===== src/rtl/serial_tx_arbiter.sv =====
// Round-robin arbiter that feeds one byte per frame from N_REQ requesters into a
// single serial transmitter (data_in/we/busy handshake).
module serial_tx_arbiter #(
  parameter int N_REQ = 4
) (
  input  logic                     clk,
  input  logic                     rst,
  input  logic [N_REQ-1:0]         req,
  input  logic [8*N_REQ-1:0]       req_data,
  output logic [N_REQ-1:0]         ack,
  output logic [7:0]               tx_data,
  output logic                     tx_we,
  input  logic                     tx_busy,
  output logic [$clog2(N_REQ)-1:0] grant_id,
  output logic                     active
);

  localparam int GW = $clog2(N_REQ);

  localparam logic [1:0] IDLE  = 2'd0;
  localparam logic [1:0] ISSUE = 2'd1;
  localparam logic [1:0] START = 2'd2;
  localparam logic [1:0] DRAIN = 2'd3;

  localparam logic [N_REQ-1:0] ACK_LSB = N_REQ'(1);

  logic [1:0]    state;
  logic [1:0]    state_next;
  logic [GW-1:0] last_grant;
  logic [GW-1:0] winner;
  logic [GW-1:0] cand;
  logic          found;
  logic          grant_ok;
  logic [7:0]    win_byte;

  // Scan upward from last_grant+1, wrapping; the first set request wins.
  always_comb begin
    winner = '0;
    cand   = '0;
    found  = 1'b0;
    for (int unsigned k = 1; k <= N_REQ; k++) begin
      cand = GW'((32'(last_grant) + k) % N_REQ);
      if (!found && req[cand]) begin
        found  = 1'b1;
        winner = cand;
      end
    end
  end

  always_comb begin
    win_byte = '0;
    for (int unsigned i = 0; i < N_REQ; i++) begin
      if (winner == GW'(i)) begin
        win_byte = req_data[8*i +: 8];
      end
    end
  end

  assign grant_ok = found && !tx_busy;

  always_comb begin
    state_next = state;
    case (state)
      IDLE:    if (grant_ok) state_next = ISSUE;
      ISSUE:   state_next = START;
      START:   if (tx_busy) state_next = DRAIN;
      DRAIN:   if (!tx_busy) state_next = IDLE;
      default: state_next = IDLE;
    endcase
  end

  // tx_data/grant_id only move on a grant, so they hold through the whole frame.
  always_ff @(posedge clk) begin
    if (!rst) begin
      state      <= IDLE;
      last_grant <= GW'(N_REQ - 1);
      grant_id   <= '0;
      tx_data    <= '0;
    end else begin
      state <= state_next;
      if (state == IDLE && grant_ok) begin
        last_grant <= winner;
        grant_id   <= winner;
        tx_data    <= win_byte;
      end
    end
  end

  assign tx_we  = (state == ISSUE);
  assign ack    = tx_we ? (ACK_LSB << grant_id) : '0;
  assign active = (state != IDLE);

endmodule


===== config.mk =====
export PLATFORM = sky130hd
export DESIGN_NAME = serial_tx_arbiter
export DESIGN_NICKNAME = d
export VERILOG_FILES = /design/src/rtl/serial_tx_arbiter.sv
export SDC_FILE = /design/constraint.sdc
export NUM_CORES = 1
export LEC_CHECK = 0
export CAP_MARGIN = 20
export CORE_ASPECT_RATIO = 2
export CORE_MARGIN = 8
export CORE_UTILIZATION = 41
export CTS_BUF_LIST = sky130_fd_sc_hd__clkbuf_2 sky130_fd_sc_hd__clkbuf_4 sky130_fd_sc_hd__clkbuf_8
export DETAILED_ROUTE_END_ITERATION = 10
export PLACE_DENSITY = 0.88
export SLEW_MARGIN = 20
export SYNTH_ARGS = -nofsm -noshare
export SYNTH_HDL_FRONTEND = slang
export SYNTH_SLANG_ARGS = --single-unit

===== constraint.sdc =====
create_clock -name clk -period 1.9 [get_ports clk]
set_input_delay 0.57 -clock clk [delete_from_list [all_inputs] [get_ports clk]]
set_output_delay 0.57 -clock clk [all_outputs]
set_load 0.02 [all_outputs]

==> metrics.csv, run 1 <==
metric;value;unit
crit_path_top_delay_cell;clkdlybuf4s50_1;
cts_buffers;3;
grtUsageTotal;21.7;%
final_hold_viol_count;0;
power;0.00210;W
drive_above_1_share;30.7;%
n_antenna_cell;0;
nFillCells;160;
synth_cell_type_count;40;
required;2.02;ns
grt_overflow_total;0;
core_area;2500;sq um
dieArea;4590;sq um
rows;26;
drc;0;
grt_pass1_wl;7660;microns
powerDensity;1060;nW/um^2
crit_type;primary input to flop;
netlist_instances;133;
wire_per_inst;20.5;microns
final.period_utilization;98.9;%
drv_cap;0;
tightest_slew;0.427;ns
viasPerCell;6.05;
place_hpwl;3440;microns
grt_pass1_vias;1608;
cp_num_buf_inv;1;
status;complete, no violations;
synth_seq_area_share;26.3;%
vias;1453;
final_area;1980;sq um
clk_latency;0.25;ns
finalSetupViolations;0;
vdd_drop_max;0.000821;V
place_inst;230;
setup-tns-final;0;ns
nets;257;
holdPathEnd;tx_data[7];
cts_tree;built;
slew_violations;0;
yosysWarnings;0;
drtAntennaViolNets;0;
r2r_cells;9;
synth_top_flop_cell;dfxtp_1;
timing.rr.end;tx_data[4];
h-tree-depth;1;
antenna_found_initial;0;
cts_buffer_depth;2;
clkTransAtPathRegs;0.07;ns
critPathTopFamily;buffers and inverters;
synth-seq-cells;14;
drt-initial-drc-count;59;
wirelength;4930;microns
syn_to_final_growth;85.9;%
r2r-start;state[0];
cp-startpoint;tx_busy;
grt_max_degree;12;
root_buffer;clkbuf_8;
die_h;88.2;microns
gp_congestion;0.887;
finalNonFillerCells;240;
final_util;79.2;%
hp-class;flop to flop;
r2r_slack;0.03;ns
synth_nets;177;
rsz0062_at_grt;yes;
pin_count;55;
start_util;42.6;%
synth_area;1070;sq um
slowest_delay;0.50;ns
slew_headroom;71.5;%
die_x;52.1;microns
power.leakage;0.833;nW
fin_crit;1.88;ns
max_freq;532;MHz
final_cell_mix;clkdlybuf4s50_1 (42), buf_4 (25), nor2_1 (14), dfxtp_1 (14), nand2_1 (10);
cts_sinks;14;
drtPass1Iterations;5;
final_common_cell;clkdlybuf4s50_1;
worstHoldStart;tx_data[7];
synth_edf_count;0;
synth.avg_cell_area;8.02;sq um
crit_chain;clkdlybuf4s50_1 -> nor3_4 -> nand3_2 -> a311oi_2 -> a21oi_1;
cp_max_fo;5;
crit_path_end_kind;flop;
port_buffers;54;
hold_path_depth;2;
postPlaceCellArea;1770;sq um
skew;0.00498;ns
crit_arrival;2.00;ns
cp-start-kind;primary input;
ys_async_sr_fraction;0;%
==> cells by family after synthesis <==
kind of cell,synth area share [%]
AND/OR/NAND/NOR,26.8
multiplexers,5.04
flip-flops,26.3
buffers and inverters,6.10
AO/OA/AOI/OAI,29.9
adder cells (fa/ha/maj),5.86
==> power by group <==
group	leakage, nW	switching [W]	internal [W]
clock network	0.0288	0.000116	0.000184
logic	0.689	0.000677	0.000638
registers	0.115	0.000105	0.000383
total	0.833	0.000898	0.00120
==> synthesized netlist by cell type, types with 3 or more instances <==
cell type / instances / area [sq um]
dfxtp_1: 14 / 280
nor2_1: 14 / 52.6
nand2_1: 10 / 37.5
inv_1: 9 / 33.8
nand3_1: 9 / 45.0
a21oi_1: 7 / 35.0
nor3_1: 6 / 30.0
a311oi_1: 5 / 43.8
ha_1: 5 / 62.6
o21a_1: 5 / 37.5
o31ai_1: 5 / 37.5
buf_2: 4 / 20.0
mux2i_1: 4 / 40.0
nor2b_1: 3 / 18.8
o21ai_1: 3 / 15.0
o22ai_1: 3 / 18.8
==> timing repair <==
action,4_1_cts,5_1_grt
setup buffers,2,3
hold buffers,0,0
gates cloned,1,0
pin swaps,2,3
setup endpoints to repair,20,16
gates resized for setup,37,20
==> how the worst max path moves through the flow <==
| stage | endpoint | slack, ns | cells past startpoint |
|---|---|---|---|
| 3_3_place_gp | tx_data[6] | -0.34 | 6 |
| 3_5_place_dp | tx_data[5] | -0.44 | 6 |
| 5_1_grt | tx_data[5] | -0.02 | 6 |
| 2_1_floorplan | ack[0] | 0.05 | 3 |
| 6_report | tx_data[4] | 0.02 | 5 |
| 4_1_cts | ack[2] | 0.0003 | 5 |
==> per-stage QoR <==
stage                     hold slack [ns]  worst slack [ns]
after floorplan                     0.518            0.0476
after global placement              0.461            -0.342
after detailed placement            0.478            -0.444
after CTS                           0.504          0.000338
after global routing                0.544           -0.0249
final                               0.513            0.0213
==> area by class of cell <==
| class | count | area, sq um | share of cell area (%) |
|---|---|---|---|
| clock buffer | 4 | 55.1 | 2.77 |
| sequential | 14 | 280 | 14.1 |
| multi-input combinational | 105 | 858 | 43.3 |
| tap | 28 | 35.0 | 1.77 |
| timing repair buffer | 80 | 722 | 36.4 |
| inverter | 9 | 33.8 | 1.70 |
==> worst reg2reg max path: stages (launching register included) <==
cell and delay (ns):
dfxtp_1 0.32, buf_4 0.14, inv_2 0.07, ha_2 0.16, inv_1 0.04, buf_4 0.15
or3_4 0.40, buf_8 0.16, o31ai_4 0.22, a21oi_1 0.08
==> routing by layer <==
layer	global-route usage [%]	wire length, microns	vias up
li1	-	-	650
met1	20.7	1650	681
met2	39.2	2690	88
met3	4.76	269	34
met4	14.1	323	0
met5	0	0	-
==> flip-flops by register name, indices dropped and copies added, names as in the netlist <==
| name | cells |
|---|---|
| grant_id | 2 |
| state | 2 |
| tx_data | 8 |
| last_grant | 2 |
(Power assumes the default switching activity.)
==> run 2, diff against run 1 <==
Settings changed: SKIP_CTS_REPAIR_TIMING set to 1.
==> run 2 against run 1 <==
  * Setup slack worse by 0.021 ns
  * Sequential power barely moved
  * Clock power shrank 2%
  * Via count fell by 1.0%
  * First-iteration DRC count decreased by 49%
  * Fmax is 1.1% lower
  * Global-route usage decreased by 2.5 points
  * Count of clock-buffer cells in the layout did not move
  * Clock skew decreased by 0.0032 ns
  * Sequential share of layout area down 0.23 points
==> metrics.csv, run 2 (same netlist as run 1, synthesis figures left out) <==
metric;value;unit;change
cts_buffer_depth;2;;unchanged
grt_pass1_vias;1536;;-4.5%
required;2.02;ns;about the same
die_x;52.1;microns;unchanged
multi_input_area;883;sq um;+2.9%
grtUsageTotal;19.2;%;-2.5 points
p_clk_share;13.8;%;-0.4 points
max_freq;526;MHz;-1.1%
crit_chain;clkdlybuf4s50_1 -> nor3_4 -> nand3_4 -> a311oi_2 -> a21oi_1;;
vias;1438;;-1.0%
nets;255;;-0.78%
crit_path_end_kind;flop;;
net-switching-power;0.000903;W;+0.64%
port_buffers;54;;unchanged
n_antenna_cell;0;;unchanged
drive_above_1_share;30.0;%;-0.66 points
crit_path_top_delay_cell;clkdlybuf4s50_1;;
powerDensity;1050;nW/um^2;-0.76%
grt_pass1_wl;6850;microns;-11%
grt_overflow_total;0;;unchanged
postPlaceCellArea;1770;sq um;unchanged
grt_max_degree;12;;unchanged
skew;0.00180;ns;-0.00318 ns
r2r_slack;0.06;ns;+0.03 ns
cp_max_fo;6;;+1
p_seq_share;23.0;%;-0.2 points
crit_end;tx_data[4];;
cts_tree;built;;
fin_crit;1.90;ns;+0.0211 ns
place_hpwl;3440;microns;unchanged
status;complete, no violations;;
crit_type;primary input to flop;;
final_util;80.5;%;+1.3 points
root_buffer;clkbuf_8;;
cp-startpoint;tx_busy;;
dieArea;4590;sq um;unchanged
combPwrFrac;63.2;%;+0.7 points
h-tree-depth;1;;unchanged
hp-class;flop to flop;;
start_util;42.6;%;unchanged
final_common_cell;clkdlybuf4s50_1;;
final_area;2020;sq um;+1.6%
worstHoldStart;tx_data[1];;
drt-initial-drc-count;30;;-49%
drtPass1Iterations;4;;-1
rsz0062_at_grt;yes;;
nFillCells;146;;-8.8%
die_h;88.2;microns;unchanged
final_hold_viol_count;0;;unchanged
largest_reg_flops;8;;unchanged
final.period_utilization;100;%;+1.1 points
slew_headroom;68.7;%;-2.7 points
tightest_slew;0.469;ns;+0.0418 ns
slew_violations;0;;unchanged
register_area;280;sq um;unchanged
finalSetupViolations;0;;unchanged
hold_path_depth;2;;unchanged
slowest_delay;0.50;ns;about the same
timing.rr.end;tx_data[0];;
clk_latency;0.25;ns;about the same
core_area;2500;sq um;unchanged
syn_to_final_growth;89.0;%;
p_int;0.00122;W;+1.0%
cts_sinks;14;;unchanged
swShare;42.6;%;-0.094 points
wirelength;5050;microns;+2.4%
drv_cap;0;;unchanged
clkTransAtPathRegs;0.06;ns;about the same
drtAntennaViolNets;0;;unchanged
gp_congestion;0.887;;unchanged
crit_arrival;2.02;ns;+0.02 ns
cts_buffers;3;;unchanged
r2r-start;state[0];;
regMostFlops;tx_data;;
final_cell_mix;clkdlybuf4s50_1 (43), buf_4 (23), dfxtp_1 (14);;
vdd_drop_max;0.000843;V;+2.7%
pin_count;55;;unchanged
r2r_cells;10;;+1
rows;26;;unchanged
cp-start-kind;primary input;;
power.leakage;0.881;nW;+5.7%
wire_per_inst;21.2;microns;+3.3%
drc;0;;unchanged
viasPerCell;6.04;;-0.20%
antenna_found_initial;0;;unchanged
-- run 2: cell types whose count changed in the layout (fill, tap and decap cells not counted), moves of 2 or more --
cell and delta:
clkdlybuf4s15_1 -2, buf_4 -2, buf_2 -2, dlymetal6s2s_1 +6, nor2_1 -2, nor2_2 +2
dlygate4sd2_1 -2
-- run 2: worst max-delay path: cells and delay by family --
kind	cells	cell delay (ns)
AOI/OAI and AO/OA	2	0.41
buffers and inverters	1	0.50
and+or+nand+nor	2	0.53
-- run 2: how the worst min path moves through the flow --
stage / to / slack, ns
2_1_floorplan: state[1] / 0.52
3_3_place_gp: tx_data[1] / 0.46
3_5_place_dp: tx_data[7] / 0.48
4_1_cts: tx_data[7] / 0.50
5_1_grt: tx_data[1] / 0.54
6_report: tx_data[1] / 0.52
-- run 2: stage by stage --
| step | setup WS (ns) | total power (W) | setup TNS, ns | std cells | hold WS [ns] |
|---|---|---|---|---|---|
| 3_5_place_dp | -0.444 | 0.00161 | -5.62 | 230 | 0.478 |
| 6_report | 0.000285 | 0.00212 | 0 | 238 | 0.523 |
| 2_1_floorplan | 0.0476 | 0.00106 | 0 | 133 | 0.518 |
| 3_3_place_gp | -0.342 | 0.00155 | -4.14 | 230 | 0.461 |
| 5_1_grt | -0.0596 | 0.00222 | -0.106 | 238 | 0.544 |
| 4_1_cts | -0.389 | 0.00191 | -4.27 | 234 | 0.504 |
-- run 2: power by group through the flow --
stage          clock (W)  combinational [W]  sequential, W
5_1_grt         0.000313            0.00141       0.000498
4_1_cts         0.000294            0.00115       0.000472
6_report        0.000294            0.00134       0.000487
3_3_place_gp           0            0.00108       0.000474
2_1_floorplan          0           0.000546       0.000512
3_5_place_dp           0            0.00113       0.000477
-- run 2: metal layers --
metal / GRT usage (%) / wire length [microns] / up-vias
li1: - / - / 646
met2: 35.8 / 2950 / 65
met1: 18.0 / 1710 / 707
met4: 12.4 / 176 / 0
met5: 0 / 0 / -
met3: 3.23 / 214 / 20
-- run 2: area by class of cell --
class	count	share of cell area, %
Clock buffer	4	2.73
Multi-Input combinational cell	105	43.8
Inverter	9	1.67
Tap cell	28	1.74
Timing Repair Buffer	78	36.2
Sequential cell	14	13.9
